--- config.mk ---
export PLATFORM = sky130hd
export DESIGN_NAME = trisc_mb_core
export DESIGN_NICKNAME = d
export VERILOG_FILES = /design/src/rtl/trisc_mb_core.sv
export SDC_FILE = /design/constraint.sdc
export NUM_CORES = 2
export LEC_CHECK = 0
export BUFFER_PORTS_ARGS = -buffer_cell sky130_fd_sc_hd__buf_2
export CORE_AREA = 2 2 465 583
export CTS_BUF_LIST = sky130_fd_sc_hd__clkbuf_8
export CTS_CLUSTER_DIAMETER = 200
export DETAILED_ROUTE_END_ITERATION = 16
export DIE_AREA = 0 0 467 585
export SETUP_SLACK_MARGIN = 0.5
export SLEW_MARGIN = 20
export SYNTH_ARGS = -nofsm -noshare
export SYNTH_HDL_FRONTEND = slang
export SYNTH_SLANG_ARGS = --single-unit
--- constraint.sdc ---
create_clock -name clk -period 6.37 [get_ports clk]
set_input_delay 1.274 -clock clk [delete_from_list [all_inputs] [get_ports clk]]
set_output_delay 1.274 -clock clk [all_outputs]
set_load 0.02 [all_outputs]
--- src/rtl/trisc_mb_core.sv ---
// trisc_mb_core: multi-cycle MicroBlaze-subset CPU with a synchronous instruction ROM port,
// a req/ack data memory port and NPORT memory-mapped byte I/O ports.
module trisc_mb_core #(
    parameter int          PAW     = 12,
    parameter int          DAW     = 12,
    parameter int          NPORT   = 2,
    parameter logic [31:0] IO_BASE = 32'h0000_4000
) (
    input  logic               clk,
    input  logic               reset,
    output logic [PAW-3:0]     imem_addr,
    input  logic [31:0]        imem_data,
    output logic               dmem_req,
    output logic               dmem_we,
    output logic [DAW-1:0]     dmem_addr,
    output logic [31:0]        dmem_wdata,
    input  logic [31:0]        dmem_rdata,
    input  logic               dmem_ack,
    input  logic [8*NPORT-1:0] in_port,
    output logic [8*NPORT-1:0] out_port,
    output logic               trap
);
    typedef enum logic [1:0] {FETCH, EXEC, MEM, HALT} state_t;

    state_t             state_q, state_d;
    logic [PAW-1:0]     pc_q, pc_d, tgt_q, tgt_d;
    logic               c_q, c_d, li_q, li_d, dly_q, dly_d, we_q, we_d;
    logic [15:0]        ri_q, ri_d;
    logic [4:0]         ld_q, ld_d;
    logic [DAW-1:0]     addr_q, addr_d;
    logic [31:0]        wdata_q, wdata_d;
    logic [8*NPORT-1:0] out_q, out_d;
    logic [31:0]        rf_q [32];

    logic               rf_we;
    logic [4:0]         rf_wa;
    logic [31:0]        rf_wd;

    logic [5:0]         op;
    logic [4:0]         rd, ra_i, rb_i;
    logic [15:0]        imm16;
    logic [31:0]        ra, rb, rdv, imm32, opb, ea, kk, io_rd, cmp_v, res;
    logic [32:0]        sum;
    logic [PAW-1:0]     tgt;
    logic [2:0]         cc;
    logic               is_add, is_cmp, is_or, is_xor, is_ld, is_st, is_imm;
    logic               is_br, is_bcc, is_rtsd, is_bra, legal, io, zero, cond;
    logic               taken, delay, link, gt, wr;

    // Bit 0 of the MicroBlaze numbering is the MSB, so ir[k] lives at imem_data[31-k].
    always_comb begin
        op     = imem_data[31:26];
        rd     = imem_data[25:21];
        ra_i   = imem_data[20:16];
        rb_i   = imem_data[15:11];
        imm16  = imem_data[15:0];
        ra     = rf_q[ra_i];
        rb     = rf_q[rb_i];
        rdv    = rf_q[rd];
        imm32  = li_q ? {ri_q, imm16} : {{16{imm16[15]}}, imm16};
        opb    = op[3] ? imm32 : rb;
        sum    = {1'b0, ra} + {1'b0, opb} + {32'b0, op[1] & c_q};
        ea     = ra + opb;
        io     = ea >= IO_BASE;
        kk     = (ea - IO_BASE) >> 2;
        is_add  = op[5:4] == 2'b00 && !op[0];
        is_cmp  = op == 6'b000101;
        is_or   = {op[5:4], op[2:0]} == 5'b10000;
        is_xor  = {op[5:4], op[2:0]} == 5'b10010;
        is_ld   = {op[5:4], op[2:0]} == 5'b11010;
        is_st   = {op[5:4], op[2:0]} == 5'b11110;
        is_br   = {op[5:4], op[2:0]} == 5'b10110;
        is_bcc  = {op[5:4], op[2:0]} == 5'b10111;
        is_imm  = op == 6'b101100;
        is_rtsd = op == 6'b101101;
        is_bra  = is_br | is_bcc | is_rtsd;
        legal   = is_add | is_cmp | is_or | is_xor | is_ld | is_st | is_imm | is_bra;
        zero   = ra == 32'd0;
        cc     = imem_data[23:21];
        cond   = cc == 3'd0 ? zero :
                 cc == 3'd1 ? !zero :
                 cc == 3'd2 ? ra[31] :
                 cc == 3'd3 ? ra[31] | zero :
                 cc == 3'd4 ? !ra[31] && !zero :
                 cc == 3'd5 ? !ra[31] : 1'b0;
        taken  = is_br | is_rtsd | (is_bcc & cond);
        delay  = is_br ? imem_data[20] : imem_data[25];
        link   = is_br & imem_data[18];
        tgt    = PAW'(is_rtsd ? ra + imm32 : (is_br & imem_data[19]) ? opb : 32'(pc_q) + opb);
        gt     = imem_data[1] ? ra > rb : $signed(ra) > $signed(rb);
        cmp_v  = {gt, 31'(rb - ra)};
        io_rd  = 32'd0;
        for (int i = 0; i < NPORT; i++)
            if (kk == 32'(i)) io_rd = {24'd0, in_port[8*i +: 8]};
        res    = is_add ? sum[31:0] : is_cmp ? cmp_v : is_or ? ra | opb :
                 is_xor ? ra ^ opb : is_ld ? io_rd : 32'(pc_q);
        wr     = is_add | is_cmp | is_or | is_xor | (is_ld & io) | link;
    end

    always_comb begin
        state_d = state_q;
        pc_d    = pc_q;
        tgt_d   = tgt_q;
        c_d     = c_q;
        li_d    = li_q;
        ri_d    = ri_q;
        dly_d   = dly_q;
        we_d    = we_q;
        ld_d    = ld_q;
        addr_d  = addr_q;
        wdata_d = wdata_q;
        out_d   = out_q;
        rf_we   = 1'b0;
        rf_wa   = rd;
        rf_wd   = res;
        case (state_q)
            FETCH: state_d = EXEC;
            EXEC: begin
                if (!legal || (is_bra && dly_q)) begin
                    state_d = HALT;
                end else if ((is_ld || is_st) && !io) begin
                    state_d = MEM;
                    li_d    = 1'b0;
                    we_d    = is_st;
                    ld_d    = rd;
                    addr_d  = ea[DAW+1:2];
                    wdata_d = rdv;
                end else begin
                    state_d = FETCH;
                    li_d    = is_imm;
                    ri_d    = is_imm ? imm16 : ri_q;
                    rf_we   = wr && rd != 5'd0;
                    c_d     = (is_add && !op[2]) ? sum[32] : c_q;
                    for (int i = 0; i < NPORT; i++)
                        if (is_st && kk == 32'(i)) out_d[8*i +: 8] = rdv[7:0];
                    // A delayed branch runs the slot first, then jumps to the latched target.
                    if (taken && delay) begin
                        pc_d  = pc_q + PAW'(4);
                        tgt_d = tgt;
                        dly_d = 1'b1;
                    end else if (taken) begin
                        pc_d = tgt;
                    end else begin
                        pc_d  = dly_q ? tgt_q : pc_q + PAW'(4);
                        dly_d = 1'b0;
                    end
                end
            end
            MEM: begin
                if (dmem_ack) begin
                    state_d = FETCH;
                    rf_we   = !we_q && ld_q != 5'd0;
                    rf_wa   = ld_q;
                    rf_wd   = dmem_rdata;
                    pc_d    = dly_q ? tgt_q : pc_q + PAW'(4);
                    dly_d   = 1'b0;
                end
            end
            default: ;
        endcase
    end

    always_ff @(posedge clk or negedge reset) begin
        if (!reset) begin
            state_q <= FETCH;
            pc_q    <= '0;
            tgt_q   <= '0;
            c_q     <= 1'b0;
            li_q    <= 1'b0;
            ri_q    <= '0;
            dly_q   <= 1'b0;
            we_q    <= 1'b0;
            ld_q    <= '0;
            addr_q  <= '0;
            wdata_q <= '0;
            out_q   <= '0;
            for (int i = 0; i < 32; i++) rf_q[i] <= '0;
        end else begin
            state_q <= state_d;
            pc_q    <= pc_d;
            tgt_q   <= tgt_d;
            c_q     <= c_d;
            li_q    <= li_d;
            ri_q    <= ri_d;
            dly_q   <= dly_d;
            we_q    <= we_d;
            ld_q    <= ld_d;
            addr_q  <= addr_d;
            wdata_q <= wdata_d;
            out_q   <= out_d;
            if (rf_we) rf_q[rf_wa] <= rf_wd;
        end
    end

    assign imem_addr  = pc_q[PAW-1:2];
    assign dmem_req   = state_q == MEM;
    assign dmem_we    = we_q;
    assign dmem_addr  = addr_q;
    assign dmem_wdata = wdata_q;
    assign out_port   = out_q;
    assign trap       = state_q == HALT;
endmodule

==> flow_summary.json <==
{
  "path_max_fanout": 11,
  "worstPathRequired_ns": 7.15,
  "port_buffers": 155,
  "min_path_type": "input pin to asynchronous set/reset pin",
  "grt_pass1_wl_um": 482000,
  "grt_pass1_vias": 64900,
  "final_cell_mix": "buf_4, dfrtp_1, mux4_2, mux2_2, buf_12",
  "track_usage_pct": 24.3,
  "ir_worst_vdd_uv": 169,
  "rows": 213,
  "crit_type": "input pin to flip-flop",
  "insertion_delay_ns": 1.00,
  "async_flop_share_pct": 100,
  "violations": "setup timing",
  "synth_cells": 5858,
  "layout_commonest_cell": "buf_4",
  "syn_area_um2": 77400,
  "yosysWarnings": 0,
  "wl_um": 341000,
  "power_density_nw_per_um2": 215,
  "drive_gt1_share_pct": 55.2,
  "setup_viol": 767,
  "drc": 0,
  "syn_to_final_growth_pct": 31.3,
  "initialDrtViolationCount": 6834,
  "post-route-period-util_pct": 103,
  "p_leak_uw": 0.0460,
  "globalplace.congestion": 0.987,
  "crit_path_end_kind": "flip-flop",
  "arrival_ns": 7.33,
  "drtPass1Iterations": 8,
  "die-area_um2": 273000,
  "cts-htree-levels": 4,
  "grt_setup_unrepaired": "true",
  "clk_pin_slew_ns": 0.06,
  "cts.sinks": 1135,
  "ys_seq_area_share_pct": 36.7,
  "cts_hold_buf": 0,
  "finalPower_uw": 21900,
  "fp.dieW_um": 467,
  "final_util_pct": 37.9,
  "avgSynthCellArea_um2": 13.2,
  "start_util_pct": 28.9,
  "wl_per_cell_um": 31.4,
  "ys_types": 89,
  "syn-num-nets": 6099,
  "grt_max_degree": 180,
  "cts_root_buffer": "clkbuf_8",
  "fmax_ghz": 0.153,
  "outcome": "finished with violations",
  "viasPerCell": 5.82,
  "synth_edf_count": 0,
  "tightest_slew_ns": 1.27,
  "ys_seq_elements": 1135,
  "pin_count": 156,
  "fin_setup_tns_ns": -50.74,
  "nNetsFinal": 7419,
  "clockBufferDepth": 4,
  "cp-start-kind": "input pin",
  "period_minus_slack_ns": 6.55,
  "cts_inserted_buffers": 190,
  "slew_headroom_pct": 14.4,
  "setup_ws_ns": -0.176,
  "drv_slew": 0,
  "maxCapViolCount": 0,
  "skew_ns": 0.0996,
  "overflow": 0,
  "vias": 63300,
  "synthFlopType": "dfrtp_1",
  "die_h_um": 585,
  "hold_violations": 0,
  "antenna_found_initial": 9,
  "ant_nets": 0,
  "hpwlAfterDp_um": 238000,
  "cts_tree": "done",
  "coreArea_um2": 268000
}
logic make-up after synthesis:
logic type / count (synthesis) / share of synthesized area [%]
DFF: 1135 / 36.7
and+or+nand+nor: 884 / 5.71
muxes: 2075 / 43.1
adders and majority gates: 158 / 2.61
buffers and inverters: 691 / 3.89
AOI/OAI and AO/OA: 824 / 6.91
xor gates and xnor gates: 91 / 1.03
flip-flops by register name, summed over array words and instances, names as in the netlist:
name and flops:
c_q 1, tgt_q 12, rf_q 1024, ld_q 5, dmem_wdata 32, dly_q 1, dmem_we 1, state_q 2
ri_q 16, pc_q 12, dmem_addr 12, li_q 1, out_port 16
cell type report:
cell class	instances	area, um^2
antenna	9	22.5
clock buffer	226	3110
clock inverter	91	569
fill	25400	166000
inverter	145	549
multi-input combinational	4032	47300
sequential	1135	28400
tap	3547	4440
timing repair buffer	1674	17200
worst paths after layout:
path / to / start / slack (ns) / cells after the start
min reg2reg: dmem_wdata[13] / dmem_wdata[13] / 0.47 / 2
min in group clk: dmem_wdata[13] / dmem_wdata[13] / 0.47 / 2
max: rf_q[793] / imem_data[19] / -0.18 / 28
max in group asynchronous: rf_q[382] / reset / 4.24 / 3
max reg2reg: rf_q[793] / rf_q[64] / 0.19 / 21
min: rf_q[949] / reset / 0.28 / 1
metal layers:
layer | routed length (um) | global-route usage (%) | up-vias
met5 | 46 | 0 | -
met1 | 122000 | 28.7 | 32900
met3 | 30500 | 5.79 | 1102
met2 | 158000 | 38.6 | 3784
met4 | 30000 | 17.9 | 8
li1 | - | - | 25500
synth_stat cells (all sizes together) (8+ instances only):
cell / number / area (um^2)
a41oi: 14 / 123
nor4: 43 / 275
and2: 26 / 163
ha: 152 / 1900
a211oi: 13 / 97.6
a31oi: 52 / 347
nand2b: 19 / 119
a21o: 44 / 330
nor3b: 11 / 82.6
or3: 14 / 87.6
dfrtp: 1135 / 28400
nand2: 238 / 893
a31o: 21 / 184
o21bai: 18 / 135
nand4: 37 / 246
and3: 26 / 168
buf: 257 / 1380
inv: 144 / 541
o21a: 26 / 195
a221oi: 20 / 181
a22oi: 100 / 751
a21boi: 8 / 60.1
o221ai: 13 / 114
clkbuf: 289 / 1080
nor2b: 18 / 113
nor3: 73 / 576
mux2i: 223 / 2230
xnor2: 59 / 517
mux2: 992 / 11800
xor2: 32 / 280
o211ai: 22 / 165
nand3: 62 / 310
o21ai: 158 / 795
nor2: 272 / 1020
nand3b: 8 / 60.1
and4: 8 / 70.1
o31ai: 16 / 180
a21oi: 254 / 1290
mux4: 860 / 19400
per-stage QoR:
stage,instance area (um^2),std cells,setup WS [ns],hold WS [ns]
6_report,102000,10900,-0.176,0.280
4_1_cts,100000,10800,-0.0977,0.326
2_1_floorplan,78200,5858,-0.907,0.472
3_3_place_gp,93600,10400,-1.86,0.456
3_5_place_dp,93600,10400,-1.85,0.469
5_1_grt,102000,10900,-0.185,0.316
worst max-delay path, stage by stage:
cell	delay [ns]
clkbuf_8	0.28
buf_4	0.27
nor2b_2	0.28
buf_6	0.23
buf_12	0.14
a22oi_1	0.07
nand3_1	0.10
nand4_1	0.31
buf_4	0.28
buf_4	0.15
ha_1	0.20
buf_4	0.14
a21oi_4	0.17
o21ai_4	0.10
a221oi_4	0.30
a211oi_2	0.13
or4_1	0.48
a222oi_1	0.36
and4_2	0.34
nand4_1	0.16
buf_4	0.20
a31oi_4	0.15
buf_12	0.18
buf_16	0.16
nor3_4	0.05
buf_12	0.19
buf_16	0.20
mux2_4	0.31
repair_timing:
action	4_1_cts	5_1_grt
endpoints found under the setup margin	1134	1133
pin swaps	46	27
resized for setup	290	116
setup buffers	83	28
gates cloned	34	14
report_power, final:
group          switching (uW)  internal (uW)
Clock                    3270           3440
Sequential                463           7640
Combinational            3780           3280
Power figures use the tool's default switching activity.
